**config.mk**
```make
export PLATFORM = sky130hd
export DESIGN_NAME = fixed_point_issue_unit
export DESIGN_NICKNAME = d
export VERILOG_FILES = /design/src/rtl/fixed_point_issue_unit.sv
export SDC_FILE = /design/constraint.sdc
export NUM_CORES = 1
export LEC_CHECK = 0
export ABC_AREA = 1
export CORE_MARGIN = 5
export CORE_UTILIZATION = 43
export CTS_BUF_LIST = sky130_fd_sc_hd__clkbuf_2 sky130_fd_sc_hd__clkbuf_4 sky130_fd_sc_hd__clkbuf_8
export DETAILED_ROUTE_END_ITERATION = 8
export PLACE_DENSITY = 0.79
export SLEW_MARGIN = 20
export SYNTH_ARGS = -nofsm -noshare
export SYNTH_HDL_FRONTEND = slang
export SYNTH_SLANG_ARGS = --single-unit
```
**constraint.sdc**
```tcl
create_clock -name clk -period 2.5 [get_ports clk]
set_input_delay 0.625 -clock clk [delete_from_list [all_inputs] [get_ports clk]]
set_output_delay 0.625 -clock clk [all_outputs]
set_load 0.02 [all_outputs]
```
**src/rtl/fixed_point_issue_unit.sv**
```systemverilog
// -----------------------------------------------------------------------------
// fixed_point_issue_unit
//
// Issues one fixed-point operation at a time to an external fixed-point unit,
// waits for its result (or a timeout), and presents the result on a
// writeback port until the consumer accepts it.
//
// Ports
//   clk            sole clock, rising edge
//   reset          asynchronous reset, active low
//   req_valid/req_ready/req_op/req_rs1/req_rs2/req_rd
//                  issue request handshake and payload (rs2 unused for SQRT)
//   fpu_operand_1/fpu_operand_2/fpu_operation
//                  operands and operation presented to the fixed-point unit
//   fpu_result/fpu_ready
//                  result and result-valid from the fixed-point unit
//   wb_valid/wb_ready/wb_rd/wb_data/wb_error
//                  writeback handshake, destination tag, result, timeout flag
//   busy           high whenever a request is in flight (not IDLE)
// -----------------------------------------------------------------------------
module fixed_point_issue_unit #(
    parameter int WIDTH        = 32,
    parameter int FBITS        = 10,
    parameter int TIMEOUT      = 64,
    parameter int MUL_MIN_LAT  = 6,
    parameter int SQRT_MIN_LAT = 3
) (
    input  logic             clk,
    input  logic             reset,
    input  logic             req_valid,
    output logic             req_ready,
    input  logic [1:0]       req_op,
    input  logic [WIDTH-1:0] req_rs1,
    input  logic [WIDTH-1:0] req_rs2,
    input  logic [4:0]       req_rd,
    output logic [WIDTH-1:0] fpu_operand_1,
    output logic [WIDTH-1:0] fpu_operand_2,
    output logic [1:0]       fpu_operation,
    input  logic [WIDTH-1:0] fpu_result,
    input  logic             fpu_ready,
    output logic             wb_valid,
    input  logic             wb_ready,
    output logic [4:0]       wb_rd,
    output logic [WIDTH-1:0] wb_data,
    output logic             wb_error,
    output logic             busy
);

    // Operation encodings shared with the fixed-point unit.
    localparam logic [1:0] FPU_ADD  = 2'd0;
    localparam logic [1:0] FPU_SUB  = 2'd1;
    localparam logic [1:0] FPU_MUL  = 2'd2;
    localparam logic [1:0] FPU_SQRT = 2'd3;

    // The counter never passes TIMEOUT-1: the timeout forces an exit there.
    localparam int              CNT_W    = $clog2(TIMEOUT + 1);
    localparam logic [CNT_W-1:0] CNT_LAST = CNT_W'(TIMEOUT - 1);

    typedef enum logic [1:0] {
        S_IDLE = 2'd0,
        S_EXEC = 2'd1,
        S_WB   = 2'd2
    } state_t;

    // FBITS only documents the operand format; a value wider than the
    // operand itself would be a mis-parameterisation, made visible in the
    // elaborated hierarchy by this named block.
    if (FBITS > WIDTH) begin : g_fbits_exceeds_width
    end

    state_t           state_r;
    logic [CNT_W-1:0] cnt_r;
    logic [1:0]       op_r;
    logic [WIDTH-1:0] rs1_r;
    logic [WIDTH-1:0] rs2_r;
    logic [4:0]       rd_r;
    logic             capture_s;
    logic             timeout_s;

    // Number of EXEC cycles during which fpu_ready is not trusted for an op.
    // ADD and SUB accept the first ready they see.
    function automatic int min_lat_f(input logic [1:0] op);
        case (op)
            FPU_ADD:  min_lat_f = 0;
            FPU_SUB:  min_lat_f = 0;
            FPU_MUL:  min_lat_f = MUL_MIN_LAT;
            FPU_SQRT: min_lat_f = SQRT_MIN_LAT;
            default:  min_lat_f = 0;
        endcase
    endfunction

    // Operands and operation come straight from the holding registers, so
    // they stay stable through EXEC/WB and keep their last value in IDLE.
    assign fpu_operand_1 = rs1_r;
    assign fpu_operand_2 = rs2_r;
    assign fpu_operation = op_r;

    // Capture/timeout decision for the current EXEC cycle; capture wins
    // when both would apply.
    always_comb begin
        capture_s = 1'b0;
        timeout_s = 1'b0;
        if (state_r == S_EXEC) begin
            if (fpu_ready && (int'(cnt_r) >= min_lat_f(op_r))) begin
                capture_s = 1'b1;
            end else if (cnt_r == CNT_LAST) begin
                timeout_s = 1'b1;
            end else begin
                capture_s = 1'b0;
                timeout_s = 1'b0;
            end
        end else begin
            capture_s = 1'b0;
            timeout_s = 1'b0;
        end
    end

    // Issue FSM: holding registers, EXEC cycle counter and registered
    // handshake/writeback outputs.
    always_ff @(posedge clk or negedge reset) begin
        if (!reset) begin
            state_r   <= S_IDLE;
            cnt_r     <= {CNT_W{1'b0}};
            op_r      <= FPU_ADD;
            rs1_r     <= {WIDTH{1'b0}};
            rs2_r     <= {WIDTH{1'b0}};
            rd_r      <= 5'd0;
            req_ready <= 1'b1;
            busy      <= 1'b0;
            wb_valid  <= 1'b0;
            wb_rd     <= 5'd0;
            wb_data   <= {WIDTH{1'b0}};
            wb_error  <= 1'b0;
        end else begin
            case (state_r)
                S_IDLE: begin
                    if (req_valid && req_ready) begin
                        op_r      <= req_op;
                        rs1_r     <= req_rs1;
                        rs2_r     <= req_rs2;
                        rd_r      <= req_rd;
                        cnt_r     <= {CNT_W{1'b0}};
                        req_ready <= 1'b0;
                        busy      <= 1'b1;
                        state_r   <= S_EXEC;
                    end
                end
                S_EXEC: begin
                    if (capture_s) begin
                        wb_data  <= fpu_result;
                        wb_rd    <= rd_r;
                        wb_error <= 1'b0;
                        wb_valid <= 1'b1;
                        state_r  <= S_WB;
                    end else if (timeout_s) begin
                        wb_data  <= {WIDTH{1'b0}};
                        wb_rd    <= rd_r;
                        wb_error <= 1'b1;
                        wb_valid <= 1'b1;
                        state_r  <= S_WB;
                    end else begin
                        cnt_r <= cnt_r + {{(CNT_W-1){1'b0}}, 1'b1};
                    end
                end
                S_WB: begin
                    // req_ready only rises on this edge, so a new request
                    // cannot be taken until the following edge.
                    if (wb_ready) begin
                        wb_valid  <= 1'b0;
                        req_ready <= 1'b1;
                        busy      <= 1'b0;
                        state_r   <= S_IDLE;
                    end
                end
                default: begin
                    wb_valid  <= 1'b0;
                    req_ready <= 1'b1;
                    busy      <= 1'b0;
                    state_r   <= S_IDLE;
                end
            endcase
        end
    end

endmodule

```
==> impl_metrics.yaml <==
status:
  status: "finished clean"
setup_path:
  slowest_delay_ps: 680
  critical-path-slowest-cell: "inv_1"
  path_cells: "inv_1, or2_2, ha_1, nand2_1, nand2_1, nand3_2, inv_1, nand2_1, nand2_1"
  cp.arrival_ps: 2600
  critPathMaxFanout: 32
  criticalPathCategory: "flop to flop"
  crit_path_end_kind: "flop"
  worstPathRequired_ps: 2870
  critPathTopFamily: "buffers and inverters"
  worst_path_most_repeated_cell: "nand2_1"
  crit_buf_inv: 2
  critPathLaunchType: "flop"
power:
  internal_power_mw: 5.71
  clock_power_share_pct: 18.6
  power_frac_comb_pct: 45.9
  power.share.sequential_pct: 35.5
  switchingPower_mw: 3.56
  power_per_cell_area_nw_per_um2: 1230
  swShare_pct: 38.4
  p_leak_nw: 3.79
  peakVddDrop_mv: 0.664
worst_hold_path:
  hold_path.class: "flop to flop"
placement:
  hpwl_mm: 10.3
  gp_congestion: 0.870
  placed_area_um2: 7150
  io_buffers: 214
flow_run:
  drv_cap: 0
final_layout:
  antenna_cells: 0
  nFillCells: 832
  utilization_pct: 68.7
  drive_above_1_share_pct: 5.96
  nets: 891
  seq_area_um2: 3030
  area_delta_synth_final_pct: 55.2
  multi_input_area_um2: 1660
  finalInstanceArea_um2: 7540
drt:
  vias_per_cell: 4.87
  wl_per_cell_um: 15.2
  drc: 0
  vias: 4516
  drt_pre_antenna_iters: 4
  drtIter0Drc: 309
  drt_wl_total_mm: 14.1
  ant_nets: 0
die:
  die_w_um: 116
  rows: 38
  start_util_pct: 44.3
  coreArea_um2: 11000
  io_pins: 215
  design.die.area_um2: 13500
  die_h_um: 116
logic_synthesis:
  synthTopCellsByArea: "dfrtp_1 (62%), nand2_1 (25%), nand3_1 (5.0%)"
  ys_async_sr_fraction_pct: 100
  synth_flop_cell: "dfrtp_1"
  yosys_warnings: 0
  synth_top_area_share_pct: 61.8
  synth_edf_count: 0
  yosys.area.top_type: "dfrtp_1"
  syn-num-nets: 674
  ys_ff_latch: 121
  yosysSeqAreaShare_pct: 62.3
  syn_area_per_cell_um2: 8.65
  yosysUniqueCellTypes: 24
  syn_inst: 562
  syn-cell-area_um2: 4860
clock_network:
  cts_buffers: 17
  cts_tree: "yes"
  cts.htree.levels: 4
  cts.repair.resized: 0
  insertion_delay_ps: 440
  clk_path_buf_depth: 2
  cts.sinks: 121
  cts.clk_slew.worst_paths_ps: 60
  cts_root_buf: "clkbuf_8"
global_route:
  grt_busiest_layer: "met2"
  use_met1_pct: 25.0
  grt_pass1_wl_mm: 22.5
  antenna_found_initial: 0
  grt_max_degree: 65
  grt_overflow_total: 0
  grtUsageMet2_pct: 34.2
  groute.layer.met3.usage_pct: 10.5
  grtUsageTotal_pct: 21.3
  grt_pass1_vias: 4658
timing:
  final_hold_viol_count: 0
  rsz0062_at_grt: "false"
  finClkSkew_ps: 8.84
  setup_tns_ps: 0
  finalMaxSlewViolations: 0
  max_freq_mhz: 447
  slew_headroom_pct: 37.4
  min_period_ps: 2240
  setup_viol: 0
  worst_pin_slew_ps: 939
  fin_crit_sh_pct: 89.6
==> flip-flops by register name, summed over array words and instances, names as in the netlist <==
signal         flops
fpu_operand_1     32
fpu_operand_2     32
wb_data           32
cnt_r              7
rd_r               5
wb_rd              5
fpu_operation      2
state_r            2
busy               1
req_ready          1
wb_error           1
wb_valid           1
==> layout by cell type (no fill, tap or decap), types with 4 or more instances in the layout <==
cell type        instances
clkdlybuf4s50_1        213
buf_4                    8
inv_1                   14
clkbuf_4                 4
nor2_1                   8
clkbuf_8                21
ha_1                     4
nand3_1                 49
dfrtp_1                120
nand2_1                323
==> repair_timing <==
item / in CTS / in global routing
hold buffers: 1 / 0
hold endpoints to repair: 1 / 0
buffers inserted: 0 / 0
==> area by class of cell <==
| cell class | count | share of cell area, % |
|---|---|---|
| Sequential cell | 121 | 40.2 |
| Timing Repair Buffer | 224 | 29.7 |
| Multi-Input combinational cell | 400 | 21.9 |
| Inverter | 15 | 0.747 |
| Clock buffer | 25 | 4.23 |
| Clock inverter | 3 | 0.863 |
| Tap cell | 140 | 2.32 |
==> final timing paths <==
kind                                    from           endpoint  slack, ps  depth (start not counted)
hold reg to reg            fpu_operand_1[28]  fpu_operand_1[28]        470                          2
max in group asynchronous              reset   fpu_operand_1[8]       1460                          3
setup / recovery            fpu_operation[1]        wb_data[14]        260                          9
min in group asynchronous              reset         wb_data[7]        540                          2
hold / removal             fpu_operand_1[28]  fpu_operand_1[28]        470                          2
setup reg to reg            fpu_operation[1]        wb_data[14]        260                          9
==> cell families (layout without fill, tap and decap cells) <==
group / count (synthesis) / in the layout / share of synthesized area [%]
buffers and inverters: 41 / 267 / 3.63
AO/OA/AOI/OAI: 3 / 3 / 0.309
flip-flops: 121 / 121 / 62.3
XOR/XNOR: 1 / 1 / 0.180
adder cells (fa/ha/maj): 4 / 4 / 1.03
AND/OR/NAND/NOR: 392 / 392 / 32.5
==> synthesized netlist by cell type, types with 4 or more instances <==
library cell	n
nand2_1	323
dfrtp_1	120
nand3_1	49
clkbuf_1	16
inv_1	14
nor2_1	8
buf_2	6
ha_1	4
==> metal layers <==
layer	share of wire (%)	wire length, um	up-vias
li1	-	-	2162
met1	38	5390	2127
met2	47	6630	208
met3	13	1840	19
met4	1.5	207	0
met5	0	0	-
==> tightest hold or removal path, delay by kind of cell, from the launching register on <==
family        cells  cell delay, ps
flops             1             340
simple gates      2              90
==> stage by stage <==
stage | total power [mW] | instances | hold slack, ps | setup WS (ps)
floorplan | 5.40 | 562 | 329 | 510
global placement | 7.47 | 899 | 433 | 364
detailed placement | 7.61 | 899 | 431 | 262
CTS | 9.37 | 928 | 474 | 248
global route | 9.88 | 928 | 487 | 63.5
finish | 9.26 | 928 | 469 | 261
==> power groups by stage <==
stage	logic (mW)	clock network, mW	registers [mW]
final	4.25	1.72	3.29
after global routing	4.64	1.84	3.40
after detailed placement	4.30	0	3.31
after global placement	4.19	0	3.28
after floorplan	1.23	0	4.17
after CTS	4.31	1.76	3.30
Note: power is estimated with default switching activity, not from simulation.
